$ cat config.mk
export PLATFORM = sky130hd
export DESIGN_NAME = inst_fetch_unit
export DESIGN_NICKNAME = d
export VERILOG_FILES = /design/src/rtl/ifu_pkg.sv /design/src/rtl/ifu_perf_cnt.sv /design/src/rtl/inst_fetch_unit.sv
export SDC_FILE = /design/constraint.sdc
export NUM_CORES = 1
export LEC_CHECK = 0
export BUFFER_PORTS_ARGS = -buffer_cell sky130_fd_sc_hd__buf_2
export CAP_MARGIN = 25
export CORE_MARGIN = 2
export CORE_UTILIZATION = 50
export DETAILED_ROUTE_END_ITERATION = 7
export PLACE_DENSITY = 0.86
export SLEW_MARGIN = 20
export SYNTH_ARGS = -nofsm -noshare
export SYNTH_HDL_FRONTEND = slang
export SYNTH_SLANG_ARGS = --single-unit
$ cat constraint.sdc
create_clock -name clk -period 3.1 [get_ports clk]
set_input_delay 0.93 -clock clk [delete_from_list [all_inputs] [get_ports clk]]
set_output_delay 0.93 -clock clk [all_outputs]
set_load 0.05 [all_outputs]
$ cat src/rtl/ifu_pkg.sv
// Shared types and constants for the instruction fetch unit.
// States, instruction width, PC step and default reset PC.
package ifu_pkg;

  typedef enum logic [2:0] {
    IDLE,
    REQ,
    WAIT,
    DROP,
    HOLD
  } ifu_state_e;

  localparam int INST_W = 32;
  localparam int PC_STEP = 4;
  localparam logic [63:0] RESET_PC_DEF = 64'h8000_0000;

endpackage

$ cat src/rtl/ifu_perf_cnt.sv
// Fetch-unit performance counters: accepted fetches and decode stalls.
// Instantiated by inst_fetch_unit only when IFU_PERF_CNT_EN is defined.
module ifu_perf_cnt (
  input  logic        clk,
  input  logic        rst,
  input  logic        fetch_i,
  input  logic        stall_i,
  output logic [63:0] fetch_cnt_o,
  output logic [63:0] stall_cnt_o
);

  logic [63:0] fetch_q, fetch_d;
  logic [63:0] stall_q, stall_d;

  // Increment each counter on its event; natural 64-bit wrap.
  always_comb begin
    fetch_d = fetch_q + {63'd0, fetch_i};
    stall_d = stall_q + {63'd0, stall_i};
  end

  // Counter registers, cleared by reset.
  always_ff @(posedge clk) begin
    if (rst) begin
      fetch_q <= '0;
      stall_q <= '0;
    end else begin
      fetch_q <= fetch_d;
      stall_q <= stall_d;
    end
  end

  assign fetch_cnt_o = fetch_q;
  assign stall_cnt_o = stall_q;

endmodule

$ cat src/rtl/inst_fetch_unit.sv
// Fetch stage: PC owner, single-outstanding imem read, one-entry buffer.
// Optional perf counters under `define IFU_PERF_CNT_EN.
module inst_fetch_unit
  import ifu_pkg::*;
#(
  parameter int              PC_W     = 64,
  parameter logic [PC_W-1:0] RESET_PC = PC_W'(RESET_PC_DEF)
) (
  input  logic              clk,
  input  logic              rst,
  output logic              imem_req_valid,
  input  logic              imem_req_ready,
  output logic [PC_W-1:0]   imem_req_addr,
  input  logic              imem_resp_valid,
  input  logic [INST_W-1:0] imem_resp_data,
  output logic              fetch_valid,
  output logic [INST_W-1:0] fetch_inst,
  output logic [PC_W-1:0]   fetch_pc,
  input  logic              fetch_accept,
  input  logic              redirect_valid,
  input  logic [PC_W-1:0]   redirect_pc
`ifdef IFU_PERF_CNT_EN
  ,
  output logic [63:0]       perf_fetch_cnt,
  output logic [63:0]       perf_stall_cnt
`endif
);

  ifu_state_e        state_q, state_d;
  logic [PC_W-1:0]   pc_q, pc_d;
  logic [INST_W-1:0] inst_q, inst_d;
  logic [PC_W-1:0]   fpc_q, fpc_d;

  // Next-state logic; redirect wins over every other event.
  always_comb begin
    state_d = state_q;
    pc_d    = pc_q;
    inst_d  = inst_q;
    fpc_d   = fpc_q;
    unique case (state_q)
      IDLE: state_d = REQ;
      REQ: begin
        if (redirect_valid) begin
          pc_d    = redirect_pc;
          state_d = imem_req_ready ? DROP : REQ;
        end else if (imem_req_ready) begin
          state_d = WAIT;
        end
      end
      WAIT: begin
        if (redirect_valid) begin
          pc_d    = redirect_pc;
          state_d = imem_resp_valid ? REQ : DROP;
        end else if (imem_resp_valid) begin
          inst_d  = imem_resp_data;
          fpc_d   = pc_q;
          state_d = HOLD;
        end
      end
      DROP: begin
        // A response here retires the stale request even if a
        // redirect also arrives, so nothing is left in flight.
        if (redirect_valid) pc_d = redirect_pc;
        if (imem_resp_valid) state_d = REQ;
      end
      HOLD: begin
        if (redirect_valid) begin
          pc_d    = redirect_pc;
          state_d = REQ;
        end else if (fetch_accept) begin
          pc_d    = pc_q + PC_W'(PC_STEP);
          state_d = REQ;
        end
      end
      default: state_d = IDLE;
    endcase
  end

  // State, PC and instruction buffer registers.
  always_ff @(posedge clk) begin
    if (rst) begin
      state_q <= IDLE;
      pc_q    <= RESET_PC;
      inst_q  <= '0;
      fpc_q   <= RESET_PC;
    end else begin
      state_q <= state_d;
      pc_q    <= pc_d;
      inst_q  <= inst_d;
      fpc_q   <= fpc_d;
    end
  end

  assign imem_req_valid = (state_q == REQ);
  assign imem_req_addr  = pc_q;
  assign fetch_valid    = (state_q == HOLD);
  assign fetch_inst     = inst_q;
  assign fetch_pc       = fpc_q;

`ifdef IFU_PERF_CNT_EN
  logic stall;
  assign stall = (state_q == HOLD) && !fetch_accept;

  ifu_perf_cnt u_perf (
    .clk         (clk),
    .rst         (rst),
    .fetch_i     (fetch_accept),
    .stall_i     (stall),
    .fetch_cnt_o (perf_fetch_cnt),
    .stall_cnt_o (perf_stall_cnt)
  );
`endif

endmodule

== Yosys cells after proc, flatten, opt, wreduce, memory -nomap -nowiden ==
Index checks and enable logic that the tools add are counted.
Operators by class
  multiplexer cells: 14
  bitwise gates (word level): 1
  add/sub/neg operators: 1
  equal/unequal tests: 9
  reductions and logical operators: 6
Operator list (number)
  two-way mux 64 bit: 3
  one-hot mux 64 bit (2 select lines): 1
  adder 64 x 3 -> 64 bit (second input constant): 1
  two-way mux 3 bit: 7
  one-hot mux 3 bit (5 select lines): 1
  equality test 3 x 2 -> 1 bit (second input constant): 2
  != test 3 x 1 -> 1 bit (second input constant): 2
  AND reduction 3 bit: 2
  two-way mux 2 bit: 2
  AND reduction 4 bit: 1
  equality test 3 x 1 -> 1 bit (second input constant): 1
  equality test 3 bit (second input constant): 1
  zero test 3 bit: 1
  != test 3 bit (second input constant): 1
  OR reduction 3 bit: 1
  != test 2 x 1 -> 1 bit (second input constant): 1
  != test 2 bit (second input constant): 1
  nonzero test 2 bit: 1
  inverter 1 bit: 1
Storage, ports and cells
  logic and storage cells: 35
  bits in registers: 163

== Depth between registers and ports, before layout ==
Gate-level depths: netlist (run 1).
  depth after elaboration: 4
  mapped depth: 9

== Worst setup path after synthesis (run 1) ==
No wires, ideal clock.
  kind: reg-to-output
  from: reg state_q[0]
  to: out imem_req_valid
  data required time: 2.170 ns
  data arrival time: 1.692 ns
  stages on the path, launching flop included: 3
  path slack: 0.478 ns
  path through: dfxtp_1 -> clkbuf_2 -> nor3b_1
On the way
  cells in the longest elaborated chain, start to end: 1
Ends and longest elaborated chain
  from (decl): line inst_fetch_unit.sv:29  | ifu_state_e state_q, state_d;
  from (signal assigned): line inst_fetch_unit.sv:87  | state_q <= state_d;
  equality test 3 x 1 -> 1 bit: line inst_fetch_unit.sv:94  | assign imem_req_valid = (state_q == REQ);
  to (decl): line inst_fetch_unit.sv:11  | output logic imem_req_valid,
Every way passes these cells.

== Worst setup path after layout (run 1) ==
  from: reg state_q[0]
  to: out fetch_valid
On the way
  cells in the longest elaborated chain, start to end: 1
Ends and longest elaborated chain
  equality test 3 bit: line inst_fetch_unit.sv:96  | assign fetch_valid = (state_q == HOLD);
  to (decl): line inst_fetch_unit.sv:16  | output logic fetch_valid,
Every way passes these cells.

==> out/results.ini, run 1 <==
[cells_and_area]
syn2layout_area_growth_pct=27.54
drive_gt1_frac=0.2701
final_util=0.6563
layout_common_cells=262 x nand2_1, 262 x buf_2, 163 x dfxtp_1
final_cell_area_um2=10010
fillers=1366
fin_nets=1387

[worst_setup_path]
path_buf_inv=1
critPathKind=register to primary output
crit_cells=3
cp-end-kind=primary output
r2r-start=imem_req_addr[2]$_SDFFE_PP0P_
crit_fanout=8
cp.required_ns=2.17
path_cells=nor2_1, and2_1, buf_2
startpoint=state_q[0]$_SDFFE_PP0P_
r2r-end=imem_req_addr[58]$_SDFFE_PP0P_
r2r_cells=7
critPathCapture=fetch_valid
cp_top_family=simple AND/OR/NAND/NOR gates
cp.arrival_ns=1.69
start_kind=register
worst_path_largest_cell_delay_ns=0.39
slowest_stage=nor2_1
rrSetupSlack_ns=0.57

[placed_design]
port_buffers=263
hpwl_um=18140
gp_congestion=0.9203
postPlaceCellArea_um2=9452

[hold_path]
hp-class=register to register

[pwr]
p_int_mw=3.653
seqPwrFrac=0.438
powerDensity_nw_per_um2=533.3
p_switching_mw=1.687
switching_share=0.3159
power_frac_comb=0.184
leakagePower_nw=4.160
ir_worst_vdd_mv=0.3308
clock_power_share=0.378

[grt]
grt_max_degree=96
grt_pass1_vias=7910
grt_overflow_total=0
grt_pass1_wl_um=39730
grt_use_total=0.2958
antenna_found_initial=2

[timing]
min_period_over_period=0.8452
max_freq_mhz=381.6
fin_worst_skew_ns=0.01031
fin_tns_setup_ns=0
setup_violations=0
grt_setup_unrepaired=no
worst_pin_slew_ns=0.6292
hold_viol=0
relSlewSlack=0.5774
layout_min_cycle_time_ns=2.620
drv_slew=0
hold_ws_ns=0.4502

[floorplanning]
die-area_um2=16720
die_x_um=129.3
die_h_um=129.3
core_area_um2=15260
row_count=45
num_io_pins=264
start_util=0.5146

[route]
num_vias=8894
dr.pass1.iters=6
drc=0
wl_um=25660
first_iter_violations=984
viasPerCell=5.894
detail-route-antenna-nets=0
routedWlPerCell_um=17.01

[cts]
htree_num_levels=4
root_buffer=clkbuf_16
post_cts_buffers=0
postCtsHoldBufs=0
clk_path_buf_depth=2
numCtsBuffers=17
cts_tree=done
clock_latency_ns=0.43
ctsResizeCount=0
clock-sinks=163
clk_pin_slew_worst_paths_ns=0.06

[logic_synthesis]
syn_avg_cell_area_um2=7.477
ys.flop_type=dfxtp_1
syn_inst=1050
synth_seq_area_share=0.4156
syn_area_um2=7851
synth.area.top_cells=dfxtp_1 42%, nand2_1 13%, a21oi_1 9.5%, nand3_1 3.0%, clkbuf_1 2.8%
ys_warn_count=0
ys_seq_elements=163
yosysTopAreaCell=dfxtp_1
synth_top_area_share=0.4156
syn_nets=1153
synthArstFlopShare=0
synthDistinctLibCells=62
synth_edf_count=0

[status]
status=complete, no violations

[run]
maxCapViolations=0

==> power by group through the flow <==
stage	combinational, mW	clock [mW]	sequential (mW)
final	0.980	2.02	2.34
after CTS	0.970	2.04	2.33
after detailed placement	0.964	0	2.38
after global routing	1.04	2.12	2.35
after global placement	0.950	0	2.37
after floorplan	0.378	0	2.64
==> flip-flops by register name (all words and copies together), names as in the netlist <==
| register | cells |
|---|---|
| fetch_pc | 64 |
| fetch_inst | 32 |
| state_q | 3 |
| imem_req_addr | 64 |
==> cell usage after synthesis (3+ instances only) <==
| cell | instances |
|---|---|
| nand2b_1 | 10 |
| and3_1 | 16 |
| nand2_1 | 263 |
| a41oi_1 | 4 |
| or3_1 | 8 |
| a21oi_1 | 149 |
| a211o_1 | 3 |
| inv_1 | 7 |
| nor2b_1 | 4 |
| o32ai_1 | 3 |
| and4_1 | 15 |
| a22oi_1 | 8 |
| o21ai_0 | 28 |
| buf_1 | 12 |
| o211ai_1 | 8 |
| a221oi_1 | 4 |
| nand3_1 | 47 |
| o31ai_1 | 6 |
| clkbuf_2 | 4 |
| o2bb2ai_1 | 3 |
| buf_2 | 11 |
| nor4_1 | 13 |
| mux2i_1 | 8 |
| mux2_2 | 5 |
| a31oi_1 | 11 |
| and2_1 | 9 |
| o22ai_1 | 8 |
| nand4_1 | 23 |
| nor2_1 | 52 |
| nor3_1 | 28 |
| o21a_1 | 3 |
| a211oi_1 | 20 |
| clkbuf_1 | 59 |
| dfxtp_1 | 163 |
==> routing by layer <==
layer | global-route usage | up-vias | share of wire
met5 | 0 | - | 0
met4 | 0.1464 | 0 | 0.033
met3 | 0.05863 | 71 | 0.092
met1 | 0.3804 | 4085 | 0.40
met2 | 0.4762 | 529 | 0.48
li1 | - | 4209 | -
==> cell type report <==
| cell class | count | area (um^2) | area share |
|---|---|---|---|
| Sequential cell | 163 | 3263 | 0.3259 |
| Clock inverter | 7 | 75.07 | 0.007497 |
| Timing Repair Buffer | 302 | 1662 | 0.1659 |
| Tap cell | 211 | 264.0 | 0.02636 |
| Multi-Input combinational cell | 793 | 4237 | 0.4231 |
| Inverter | 7 | 26.28 | 0.002624 |
| Antenna cell | 2 | 5.005 | 0.0004998 |
| Clock buffer | 24 | 481.7 | 0.04811 |
==> how the worst min path moves through the flow <==
stage	from	endpoint	slack [ns]	cells past startpoint
3_5_place_dp	fetch_pc[3]$_SDFFE_PP0P_	fetch_pc[3]$_SDFFE_PP0P_	0.44	2
4_1_cts	fetch_pc[3]$_SDFFE_PP0P_	fetch_pc[3]$_SDFFE_PP0P_	0.45	2
5_1_grt	fetch_pc[54]$_SDFFE_PP0P_	fetch_pc[54]$_SDFFE_PP0P_	0.47	2
3_3_place_gp	fetch_pc[44]$_SDFFE_PP0P_	fetch_pc[44]$_SDFFE_PP0P_	0.44	2
2_1_floorplan	state_q[2]$_SDFFE_PP0P_	state_q[1]$_SDFFE_PP0P_	0.51	1
6_report	fetch_inst[2]$_SDFFE_PP0P_	fetch_inst[2]$_SDFFE_PP0P_	0.45	2
==> worst register-to-register path, stage by stage (launching register included) <==
cell and delay [ns]:
dfxtp_1 0.48, ha_1 0.27, and4_1 0.35, nand3_1 0.27, nor3_4 0.30, nand4_1 0.26
or3_1 0.38, a31oi_1 0.16
==> metrics by stage <==
step           instances  power [mW]  setup slack, ns
2_1_floorplan       1050       3.013           0.4780
3_5_place_dp        1476       3.342           0.3018
5_1_grt             1508       5.509           0.3903
3_3_place_gp        1476       3.323           0.3784
4_1_cts             1507       5.341           0.4608
6_report            1509       5.340           0.4798
==> kinds of logic (layout without fill, tap and decap cells) <==
kind of cell    count (synthesis)  in the layout  share of synthesized area
fa+ha+maj                       1              1                   0.001593
flops                         163            163                     0.4156
compound gates                274            274                     0.2089
buf+inv                        94            340                    0.04829
other cells                     0              2                          0
mux                            13             13                    0.01737
simple gates                  505            505                     0.3082
Power figures use the tool's default switching activity.
==> inputs of run 2 (changes only) <==
--- a/config.mk
+++ b/config.mk
@@ -5,12 +5,13 @@
 export SDC_FILE = /design/constraint.sdc
 export NUM_CORES = 1
 export LEC_CHECK = 0
+export ABC_AREA = 1
 export BUFFER_PORTS_ARGS = -buffer_cell sky130_fd_sc_hd__buf_2
 export CAP_MARGIN = 25
 export CORE_MARGIN = 2
 export CORE_UTILIZATION = 50
 export DETAILED_ROUTE_END_ITERATION = 7
-export PLACE_DENSITY = 0.86
+export PLACE_DENSITY = 0.85
 export SLEW_MARGIN = 20
 export SYNTH_ARGS = -nofsm -noshare
 export SYNTH_HDL_FRONTEND = slang
==> constraint.sdc (replaced) <==
create_clock -name clk -period 2.42 [get_ports clk]
set_input_delay 0.726 -clock clk [delete_from_list [all_inputs] [get_ports clk]]
set_output_delay 0.726 -clock clk [all_outputs]
set_load 0.05 [all_outputs]
==> run 2 against run 1 <==
  * Global-route usage grew 4.0 points
  * Worst setup slack worse by 0.26 ns
  * Clock-buffer cell count is 5 lower
  * Critical path type unchanged
  * Largest power group unchanged
==> out/results.ini, run 2 <==
[timing]
min_period_over_period=0.9110
hold_viol=0
fin_tns_setup_ns=0
fin_worst_skew_ns=0.01004
fin_ws_ns=0.2155
setup_violations=0
drv_slew=0
relSlewSlack=0.3790
layout_min_cycle_time_ns=2.205
grt_setup_unrepaired=no
max_freq_mhz=453.6
worst_pin_slew_ns=0.9302

[worst_setup_path]
cp-end-kind=primary output
crit_fanout=5
critPathKind=register to primary output
cp.required_ns=1.69
r2r_cells=10
start_kind=register
cp.arrival_ns=1.48

[placed_design]
postPlaceCellArea_um2=10150
pre_cts_ws_ns=0.2863
gp_congestion=0.9958
port_buffers=263
hpwl_um=22700

[cells_and_area]
layout_commonest_cell=nand2_1
fin_nets=1694
syn2layout_area_growth_pct=24.97
final_cell_area_um2=10750
area.sequential_um2=3263
drive_gt1_frac=0.2265
multi_input_area_um2=4622
fillers=1578
layout_common_cells=342 x nand2_1, 263 x buf_2, 218 x nor2_1
diodes=0

[cts]
cts_tree=done
htree_num_levels=4
clk_pin_slew_worst_paths_ns=0.06
post_cts_buffers=0
postCtsHoldBufs=0
ctsResizeCount=0
clock_latency_ns=0.43
clock-sinks=163
clk_path_buf_depth=2
root_buffer=clkbuf_16
numCtsBuffers=17

[route]
routedWlPerCell_um=16.81
first_iter_violations=1006
drc=0
dr.pass1.iters=5
detail-route-antenna-nets=0
viasPerCell=5.491
wl_um=30650
num_vias=10010

[floorplanning]
die_x_um=135.1
row_count=47
die-area_um2=18260
die_h_um=135.1
num_io_pins=264
start_util=0.5149
core_area_um2=16700

[grt]
antenna_found_initial=0
grt_overflow_total=0
grt_max_degree=86
grt_use_total=0.3356
grt_pass1_wl_um=48400
grt_pass1_vias=9443

[logic_synthesis]
yosysTopAreaCell=dfxtp_1
synthArstFlopShare=0
synth_top_area_share=0.3795
synth_seq_area_share=0.3795
ys_seq_elements=163
ys_warn_count=0
synth.area.top_cells=dfxtp_1 38%, nand2_1 15%, nor2_1 9.5%, o21ai_0 8.9%, a21oi_1 6.5%
syn_inst=1349
syn_area_um2=8599
syn_nets=1452
syn_avg_cell_area_um2=6.375
synth_common_cells=342 x nand2_1, 218 x nor2_1, 163 x dfxtp_1, 153 x o21ai_0, 111 x a21oi_1
synth_edf_count=0
ys.flop_type=dfxtp_1
yosysMostFrequentCell=nand2_1
synthDistinctLibCells=39

[status]
status=complete, no violations

[hold_path]
hp-class=register to register
whs_path_depth=2

[pwr]
leakagePower_nw=4.925
powerDensity_nw_per_um2=657.6
total_power_mw=7.067
ir_worst_vdd_mv=0.4938

[run]
maxCapViolations=0

-- run 2: cell types whose count changed after synthesis, sizes merged, moves of 14 or more --
cell | previous run | this run
a211oi | 20 | 1
a21oi | 149 | 112
and3 | 16 | 0
and4 | 15 | 0
clkbuf | 63 | 29
inv | 7 | 111
nand2 | 263 | 353
nand3 | 48 | 71
nand4 | 25 | 11
nor2 | 53 | 237
nor3 | 29 | 7
nor4 | 15 | 0
o21a | 3 | 24
o21ai | 28 | 164
-- run 2: logic make-up after synthesis --
logic type / synth area share
adder cells (fa/ha/maj): 0.001455
AND/OR/NAND/NOR: 0.3309
XOR/XNOR: 0.003056
flip-flops: 0.3795
buffers and inverters: 0.08439
AO/OA/AOI/OAI: 0.2008
-- run 2: area by class of cell --
class | count | area share
clock buffers | 19 | 0.04122
clock inverters | 12 | 0.01455
inverters | 112 | 0.03912
multi-input cells | 1009 | 0.4301
flip-flops and latches | 163 | 0.3036
well taps | 220 | 0.02561
repair buffers | 288 | 0.1458
-- run 2: path summary, 6_finish.rpt --
check / start / endpoint / slack (ns)
max: state_q[0]$_SDFFE_PP0P_ / imem_req_valid / 0.22
min: fetch_pc[31]$_SDFFE_PP1P_ / fetch_pc[31]$_SDFFE_PP1P_ / 0.49
max reg2reg: imem_req_addr[2]$_SDFFE_PP0P_ / imem_req_addr[52]$_SDFFE_PP0P_ / 0.39
min reg2reg: fetch_pc[31]$_SDFFE_PP1P_ / fetch_pc[31]$_SDFFE_PP1P_ / 0.49
-- run 2: power by group --
group / internal (mW) / total, mW / switching [mW] / leakage, nW
registers: 2.82 / 2.98 / 0.166 / 1.32
logic: 0.342 / 1.26 / 0.918 / 3.31
clock network: 1.65 / 2.82 / 1.17 / 0.293
-- run 2: per-stage QoR --
step                std cells  hold slack, ns  utilization
global route             1823          0.5078       0.6435
finish                   1823          0.4890       0.6435
global placement         1792          0.4665       0.6076
detailed placement       1792          0.4692       0.6076
floorplan                1349          0.4789            -
CTS                      1823          0.4835       0.6435
-- run 2: metal layers --
| layer | track usage | routed length [um] |
|---|---|---|
| met5 | 0 | 0 |
| met2 | 0.5660 | 14580 |
| met3 | 0.07258 | 2596 |
| met1 | 0.4313 | 12670 |
| met4 | 0.1042 | 799 |
-- run 2: critical path: stages (launching register included) --
cell,delay (ns)
dfxtp_1,0.38
inv_2,0.08
nor3_1,0.26
buf_2,0.33
==> inputs of run 3 (changes only) <==
--- a/config.mk
+++ b/config.mk
@@ -8,11 +8,11 @@
 export ABC_AREA = 1
 export BUFFER_PORTS_ARGS = -buffer_cell sky130_fd_sc_hd__buf_2
 export CAP_MARGIN = 25
-export CORE_MARGIN = 2
-export CORE_UTILIZATION = 50
+export CORE_MARGIN = 3
+export CORE_UTILIZATION = 52
 export DETAILED_ROUTE_END_ITERATION = 7
-export PLACE_DENSITY = 0.85
-export SLEW_MARGIN = 20
+export PLACE_DENSITY = 0.88
+export SLEW_MARGIN = 40
 export SYNTH_ARGS = -nofsm -noshare
 export SYNTH_HDL_FRONTEND = slang
 export SYNTH_SLANG_ARGS = --single-unit
==> run 3 against run 2 <==
  * Clock-buffer cell count rose by 1
  * Non-clock buffer count grew 3
  * Largest power group unchanged
  * First-iteration DRC count rose by 27%
  * Highest routed layer unchanged
  * Critical path type unchanged
  * Power shrank 1.4%
  * Sequential power hardly changed
  * Maximum frequency is 0.64% lower
==> out/results.ini, run 3 (synthesis results as in run 2) <==
[run]
maxCapViolations=0

[pwr]
p_switching_mw=2.308
seqPwrFrac=0.427
p_int_mw=4.661
power_frac_comb=0.184
leakagePower_nw=4.928
switching_share=0.3311
ir_worst_vdd_mv=0.5175
powerDensity_nw_per_um2=649.3
total_power_mw=6.969
clock_power_share=0.389

[route]
routedWlPerCell_um=17.17
wl_um=31300
detail-route-antenna-nets=0
viasPerCell=5.590
dr.pass1.iters=5
first_iter_violations=1275
num_vias=10190
drc=0

[timing]
grt_setup_unrepaired=no
hold_viol=0
fin_worst_skew_ns=0.009123
min_period_over_period=0.9168
drv_slew=0
layout_min_cycle_time_ns=2.219
max_freq_mhz=450.7
relSlewSlack=0.5241
worst_pin_slew_ns=0.7138
setup_violations=0
fin_tns_setup_ns=0

[grt]
grt_overflow_total=0
antenna_found_initial=0
grt_max_degree=86
grt_pass1_vias=9592
grt_use_total=0.3377
grt_pass1_wl_um=49130

[placed_design]
gp_congestion=0.9961
hpwl_um=23500
port_buffers=263

[worst_setup_path]
start_kind=register
cp.arrival_ns=1.49
startpoint=state_q[0]$_SDFFE_PP0P_
crit_fanout=5
r2r-start=imem_req_addr[34]$_SDFFE_PP0P_
cp.required_ns=1.69
cp-end-kind=primary output
critPathKind=register to primary output

[cells_and_area]
diodes=0
layout_commonest_cell=nand2_1
syn2layout_area_growth_pct=24.81
fin_nets=1697
drive_gt1_frac=0.2284
layout_common_cells=342 x nand2_1, 263 x buf_2, 218 x nor2_1

[cts]
htree_num_levels=4
clk_pin_slew_worst_paths_ns=0.07
ctsResizeCount=0
clock-sinks=163
numCtsBuffers=17
clock_latency_ns=0.43
cts_tree=done
post_cts_buffers=0
postCtsHoldBufs=0
root_buffer=clkbuf_16
clk_path_buf_depth=2

[status]
status=complete, no violations

[floorplanning]
die_x_um=134.6
start_util=0.5355
row_count=46
num_io_pins=264
core_area_um2=16060
die_h_um=134.6
die-area_um2=18120

[hold_path]
hp-class=register to register
hp-start=imem_req_addr[1]$_SDFFE_PP0P_

-- run 3: metrics by stage --
step | utilization | cell area, um^2 | setup slack, ns | cells | hold slack (ns)
2_1_floorplan | - | 8600 | 0.1760 | 1349 | 0.4789
3_3_place_gp | 0.6322 | 10150 | 0.3578 | 1791 | 0.4562
6_report | 0.6684 | 10730 | 0.2013 | 1823 | 0.4772
3_5_place_dp | 0.6324 | 10150 | 0.2980 | 1791 | 0.4661
5_1_grt | 0.6684 | 10730 | 0.1616 | 1823 | 0.4983
4_1_cts | 0.6684 | 10730 | 0.2255 | 1823 | 0.4797
-- run 3: power groups by stage --
stage / Combinational [mW] / Clock [mW] / Sequential, mW
6_report: 1.28 / 2.71 / 2.98
5_1_grt: 1.37 / 2.81 / 2.99
4_1_cts: 1.27 / 2.71 / 2.97
3_5_place_dp: 1.26 / 0 / 3.03
3_3_place_gp: 1.25 / 0 / 3.03
2_1_floorplan: 0.431 / 0 / 3.45
-- run 3: final timing paths --
check                                        end  slack, ns  cells after the start
setup / recovery                  imem_req_valid       0.20                      3
hold / removal          fetch_pc[1]$_SDFFE_PP0P_       0.48                      2
setup reg to reg  imem_req_addr[56]$_SDFFE_PP0P_       0.28                      9
hold reg to reg         fetch_pc[1]$_SDFFE_PP0P_       0.48                      2
-- run 3: worst max-delay path, stage by stage (launching register included) --
cell and delay [ns]:
dfxtp_1 0.38, inv_2 0.07, nor3_1 0.27, buf_2 0.33
-- run 3: cell type report --
cell class	instances	area (um^2)
Clock buffer	20	456.7
Clock inverter	12	121.4
Fill cell	1443	5325
Inverter	112	422.9
Multi-Input combinational cell	1009	4622
Sequential cell	163	3263
Tap cell	216	270.3
Timing Repair Buffer	291	1577
-- run 3: per-layer routing --
metal  up-vias  wire length [um]  GRT usage
met2       602             14570     0.5575
met5         -                 0          0
li1       4870                 -          -
met4         0              1175     0.1301
met3       112              3184    0.08122
met1      4606             12360     0.4293
